--- src/rtl/mult_seq_ctrl.sv ---
// Sequential unsigned shift-and-add multiplier controller.
// One Size-bit adder (add mode, carry-in 0) is reused once per iteration;
// the product appears on P together with a one-cycle done pulse.
module mult_seq_ctrl #(
  parameter int Size = 8
) (
  input  logic              clk,
  input  logic              rst_n,
  input  logic              start,
  input  logic [Size-1:0]   A,
  input  logic [Size-1:0]   B,
  output logic              busy,
  output logic              done,
  output logic [2*Size-1:0] P
);

  localparam int CntW = $clog2(Size) + 1;

  localparam logic [1:0] IDLE = 2'd0;
  localparam logic [1:0] CALC = 2'd1;
  localparam logic [1:0] DONE = 2'd2;

  logic [1:0]      state;
  logic [Size-1:0] m;
  logic [Size-1:0] acc;
  logic [Size-1:0] q;
  logic [CntW-1:0] cnt;

  logic [Size-1:0] add_b;
  logic [Size-1:0] sum_lo;
  logic            carry;
  logic            last;

  // Shared adder: adds M into ACC only when the current multiplier bit is set
  always_comb begin
    add_b          = q[0] ? m : '0;
    {carry, sum_lo} = {1'b0, acc} + {1'b0, add_b};
    last           = (cnt == CntW'(Size - 1));
  end

  // Controller: capture operands, iterate Size times, then present the product
  always_ff @(posedge clk or negedge rst_n) begin
    if (!rst_n) begin
      state <= IDLE;
      m     <= '0;
      acc   <= '0;
      q     <= '0;
      cnt   <= '0;
      P     <= '0;
    end else begin
      case (state)
        IDLE: begin
          if (start) begin
            m     <= A;
            q     <= B;
            acc   <= '0;
            cnt   <= '0;
            state <= CALC;
          end
        end
        CALC: begin
          acc <= {carry, sum_lo[Size-1:1]};
          q   <= {sum_lo[0], q[Size-1:1]};
          cnt <= cnt + CntW'(1);
          if (last) begin
            P     <= {carry, sum_lo, q[Size-1:1]};
            state <= DONE;
          end
        end
        DONE: begin
          state <= IDLE;
        end
        default: begin
          state <= IDLE;
        end
      endcase
    end
  end

  assign busy = (state != IDLE);
  assign done = (state == DONE);

endmodule

--- config.mk ---
export PLATFORM = sky130hd
export DESIGN_NAME = mult_seq_ctrl
export DESIGN_NICKNAME = d
export VERILOG_FILES = /design/src/rtl/mult_seq_ctrl.sv
export SDC_FILE = /design/constraint.sdc
export NUM_CORES = 1
export LEC_CHECK = 0
export ABC_AREA = 1
export BUFFER_PORTS_ARGS = -buffer_cell sky130_fd_sc_hd__buf_2
export CAP_MARGIN = 25
export CORE_ASPECT_RATIO = 1.25
export CORE_UTILIZATION = 42
export DETAILED_ROUTE_END_ITERATION = 10
export PLACE_DENSITY = 0.74
export SETUP_SLACK_MARGIN = 0.15
export SLEW_MARGIN = 20
export SYNTH_ARGS = -nofsm -noshare
export SYNTH_HDL_FRONTEND = slang
export SYNTH_SLANG_ARGS = --single-unit
--- constraint.sdc ---
create_clock -name clk -period 4.8 [get_ports clk]
set_input_delay 0.48 -clock clk [delete_from_list [all_inputs] [get_ports clk]]
set_output_delay 0.48 -clock clk [all_outputs]
set_load 0.01 [all_outputs]
# [Word level (Yosys, flattened, before mapping)]
# Index checks and enable logic that the tools add are counted.
[totals] register_bits=46 wordCells=30
[op_classes] addsub=2 eq_ne=5 n_mux=10 reduce_logical=7
[op_table] cell="case mux 8 bit (2 select lines)" n=2
[op_table] cell="2-to-1 mux 8 bit" n=3
[op_table] cell="adder 8 x 8 -> 9 bit" n=1
[op_table] cell="case mux 4 bit (2 select lines)" n=1
[op_table] cell="AND reduction 2 bit" n=4
[op_table] cell="adder 4 x 1 -> 4 bit, second input constant" n=1
[op_table] cell="== test 4 x 3 -> 1 bit, second input constant" n=1
[op_table] cell="2-to-1 mux 2 bit" n=2
[op_table] cell="2-to-1 mux 4 bit" n=1
[op_table] cell="!= test 2 bit, second input constant" n=2
[op_table] cell="case mux 2 bit (2 select lines)" n=1
[op_table] cell="nonzero test 2 bit" n=2
[op_table] cell="== test 2 x 1 -> 1 bit, second input constant" n=1
[op_table] cell="== test 2 bit, second input constant" n=1
[op_table] cell="logical NOT 2 bit" n=1

# [Logic depth before layout (Yosys ltp)]
[logic_depth] word_depth=3 depth_mapped=13

# [Worst setup path after synthesis]
# No wires, ideal clock.
[synth_timing] path_kind="register to register" start="reg q[0]" end="reg P[15]" arrival_time_ns=1.675 required_ns=4.683 setup_slack_ns=3.009 stages_incl_launch_ff=14 path_buffers=1 period_less_slack_ns=1.791 path_cell_list="dfrtp_1 -> clkbuf_1 -> nand2_1 -> inv_1 -> ha_1 -> fa_1 -> nand2_1 -> nand2_1 -> nand3_1 -> nand2_1 -> nand2_1 -> nand2_1 -> nand2_1 -> nand2_1"
[synth_between] elab_chain_len=2
[synth_lines] element="from (decl)" line_no="26" rtl="logic [Size-1:0] q;"
[synth_lines] element="from (signal assigned)" line_no="63" rtl="q <= {sum_lo[0], q[Size-1:1]};"
[synth_lines] element="2-to-1 mux 8 bit" line_no="36" rtl="add_b = q[0] ? m : '0;"
[synth_lines] element="adder 8 x 8 -> 9 bit" line_no="37" rtl="{carry, sum_lo} = {1'b0, acc} + {1'b0, add_b};"
[synth_lines] element="to (signal assigned)" line_no="66" rtl="P <= {carry, sum_lo, q[Size-1:1]};"
[synth_lines] element="to (decl)" line_no="14" rtl="output logic [2*Size-1:0] P"
# Every way passes these cells.
# A chain may end at the register's enable or synchronous reset.

# [Worst setup path after layout]
# Ends and elaborated chain as after synthesis.

==> run summary <==
OUTCOME
-------------------------------------------------------------------------------------
Run status                                                               complete, no violations

SETUP PATH
-------------------------------------------------------------------------------------
Endpoint required time on the critical path                                   5.00 ns
Cells along the critical path                                            nand2_1, inv_1, ha_1, fa_1, nand2_1, nand2_1, nand3_1, nand2_1, nand2_1, nand2_1, nand2_1, nand2_1
Most frequent cell on the critical path                                  sky130_fd_sc_hd__nand2_1
Setup CP Type                                                            flip-flop to flip-flop
Maximum fanout along the worst path                                                 9
Worst-path cell with the longest stage delay                             sky130_fd_sc_hd__dfrtp_1
Slowest stage delay, CP                                                       0.47 ns
Type of element capturing the critical path                                 flip-flop
Startpoint types                                                            flip-flop
Register-to-register setup slack                                              2.91 ns
Signal arrival time at the worst endpoint                                     2.08 ns

STA
-------------------------------------------------------------------------------------
Period utilization                                                              39.3%
Setup TNS                                                                        0 ns
Number of setup violations in the final report                                      0
Worst Tran Pin Value                                                         0.570 ns
Worst Skew                                                                 0.00715 ns
Setup ws final                                                                2.91 ns
Tightest slew margin relative to the limit                                      62.0%
Final-layout worst hold slack                                                0.161 ns
Max Clock Freq                                                              0.530 GHz
Unrepaired setup endpoints after global routing                                    no
Hold Fails Final Rpt                                                                0
Final number of max-transition violations                                           0
Crit path time final                                                          1.89 ns

PLACED DESIGN
-------------------------------------------------------------------------------------
PortBufs                                                                           36
Final estimated routing congestion in global placement                          0.863
Setup WS pre-CTS                                                              2.91 ns
Post-DP HPWL                                                                  3.05 mm
Cell count after placement                                                        336
Placed standard-cell area                                                    2460 µm²

ROUTING
-------------------------------------------------------------------------------------
Routed WL                                                                     4.29 mm
Number of routed nets with antenna violations                                       0
Via/cell ratio                                                                   4.98
Routed via count                                                                 1707
Post-DR wirelength/cell                                                       12.5 µm
Starting DRT DRC Count                                                            104
# DRC                                                                               0
Total iterations of the first detailed-routing run                                  7

GLOBAL ROUTING
-------------------------------------------------------------------------------------
Number of antenna violations at the first check in global routing                   0
Total overflow reported by the global router                                        0
Global-route wire length before repair                                        7.38 mm
Number of global-route vias before repair                                        1697
Aggregate global-route resource usage                                           17.0%
Maximum number of pins on one net before global-route repair                       47

CLOCKING
-------------------------------------------------------------------------------------
Clock tree sinks                                                                   46
Hold_buf cts                                                                        0
# resized after CTS                                                                 0
Number of clock buffers inserted by TritonCTS                                       5
Clock transition at the registers of the reported paths                       0.08 ns
Buffers inserted by post-CTS timing repair                                          0
Clk Latency, worst-skew pair                                                  0.30 ns
Root Buffer                                                              sky130_fd_sc_hd__clkbuf_8
TritonCTS clock tree                                                             done
Maximum root-to-sink buffer count                                                   2
Level count of the clock H-tree                                                     2

LAYOUT
-------------------------------------------------------------------------------------
Utilization after layout                                                        49.7%
Total inserted antenna cells                                                        0
Fin area                                                                     2540 µm²
Final-stage net count                                                             310
Share of post-route cells with drive strength above 1                           25.3%
Fill cell total of the finished layout                                            491
Cell Count, Final, Fillers Out                                                    343
Area growth syn-to-layout                                                       12.6%
Most frequent cells in the layout                                        sky130_fd_sc_hd__nand2_1, sky130_fd_sc_hd__dfrtp_1, sky130_fd_sc_hd__buf_2, sky130_fd_sc_hd__inv_1, sky130_fd_sc_hd__nand3_1
Most frequent standard cell in the layout excluding fill and tap cells   sky130_fd_sc_hd__nand2_1

SYNTH
-------------------------------------------------------------------------------------
Post-Synthesis Net Count                                                          274
Ys Warns                                                                            0
Number of register bits inferred by synthesis                                      46
Synthesized area divided by synthesized cell count                           9.22 µm²
Number of different library cells in the post-synthesis netlist                    27
Total standard cell area after synthesis                                     2260 µm²
Sequential element share of the synthesized area                                50.9%
Syn Inst Count                                                                    245

POWER
-------------------------------------------------------------------------------------
Tot Pwr                                                                       1.87 mW
Share of total power consumed by net switching                                  43.4%
Net switching component of the power                                           812 µW
Combinational group share of total power                                        51.1%
Power Dens Cells                                                           736 nW/µm²
Internal Dissipation                                                          1.06 mW
Leakage power                                                                 1.42 nW
Clock network fraction of total power                                           11.9%
VDD IR-drop max                                                                237 µV
Register share of total power                                                   37.1%

FLOORPLAN
-------------------------------------------------------------------------------------
Area of the core region                                                      5120 µm²
Number of placement rows                                                           29
Chip width                                                                    67.6 µm
Starting utilization of the core area                                           44.2%
Overall die height                                                            84.0 µm
Boundary Pins                                                                      37
Die ar.                                                                      5680 µm²

WORST HOLD PATH
-------------------------------------------------------------------------------------
Kind of path behind the tightest hold check                              input port to async pin

RUN
-------------------------------------------------------------------------------------
Maxcap violations                                                                   0

area by class of cell:
type / count / area, µm² / share of cell area [%]
clock buffer: 5 / 68.8 / 2.71
clock inverter: 2 / 10.0 / 0.394
inverter: 30 / 118 / 4.62
multi-input combinational: 162 / 936 / 36.8
sequential: 46 / 1150 / 45.3
tap: 62 / 77.6 / 3.05
timing repair buffer: 36 / 183 / 7.18
worst max-delay path, delay by kind of cell (launching register included):
kind | cells | cell delay, ns
adder cells (fa/ha/maj) | 2 | 0.61
AND/OR/NAND/NOR | 9 | 0.66
flip-flops | 1 | 0.47
buffers and inverters | 1 | 0.05
layer usage:
| layer | GRT usage, % | up-vias | share of wire, % |
|---|---|---|---|
| met5 | 0 | - | 0 |
| met4 | 7.16 | 0 | 2.5 |
| met3 | 2.87 | 10 | 3.7 |
| met2 | 27.9 | 29 | 48 |
| met1 | 21.4 | 809 | 46 |
| li1 | - | 859 | - |
flip-flops by register name (all words and copies together) (netlist names):
| register | count |
|---|---|
| cnt | 4 |
| acc | 8 |
| P | 16 |
| m | 8 |
| state | 2 |
| q | 8 |
final timing paths:
kind	to	startpoint	depth (start not counted)
max	P[15]	q[0]	12
min	q[3]	rst_n	1
max reg2reg	P[15]	q[0]	12
min reg2reg	P[7]	P[7]	2
max in group asynchronous	q[1]	rst_n	1
min in group clk	m[3]	A[3]	2
kinds of logic (layout without fill, tap and decap cells):
kind of cell	count (synthesis)	after routing	synth area share (%)
mux	8	8	3.99
xor+xnor	1	1	0.388
simple gates	107	107	20.9
flops	46	46	50.9
buf+inv	37	73	7.64
compound gates	36	36	10.3
fa+ha+maj	10	10	5.87
synthesized netlist by cell type, drive strengths merged:
| master | number | area, µm² |
|---|---|---|
| or2 | 3 | 21.3 |
| o21ai | 13 | 98.9 |
| nand3 | 17 | 85.1 |
| nor2 | 8 | 46.3 |
| a21oi | 12 | 60.1 |
| a21o | 2 | 15.0 |
| ha | 9 | 113 |
| nand4 | 1 | 6.26 |
| fa | 1 | 20.0 |
| buf | 6 | 51.3 |
| mux2 | 8 | 90.1 |
| dfrtp | 46 | 1150 |
| inv | 30 | 118 |
| a22o | 1 | 8.76 |
| xnor2 | 1 | 8.76 |
| nand3b | 2 | 15.0 |
| clkbuf | 1 | 3.75 |
| nand2 | 76 | 298 |
| o22ai | 8 | 50.1 |
power groups by stage:
stage | registers (mW) | logic [mW] | clock network, mW
floorplan | 0.700 | 0.733 | 0
global placement | 0.692 | 0.921 | 0
detailed placement | 0.701 | 0.954 | 0
CTS | 0.694 | 0.960 | 0.227
global route | 0.716 | 1.09 | 0.245
finish | 0.693 | 0.956 | 0.222
Note: power is estimated with default switching activity, not from simulation.
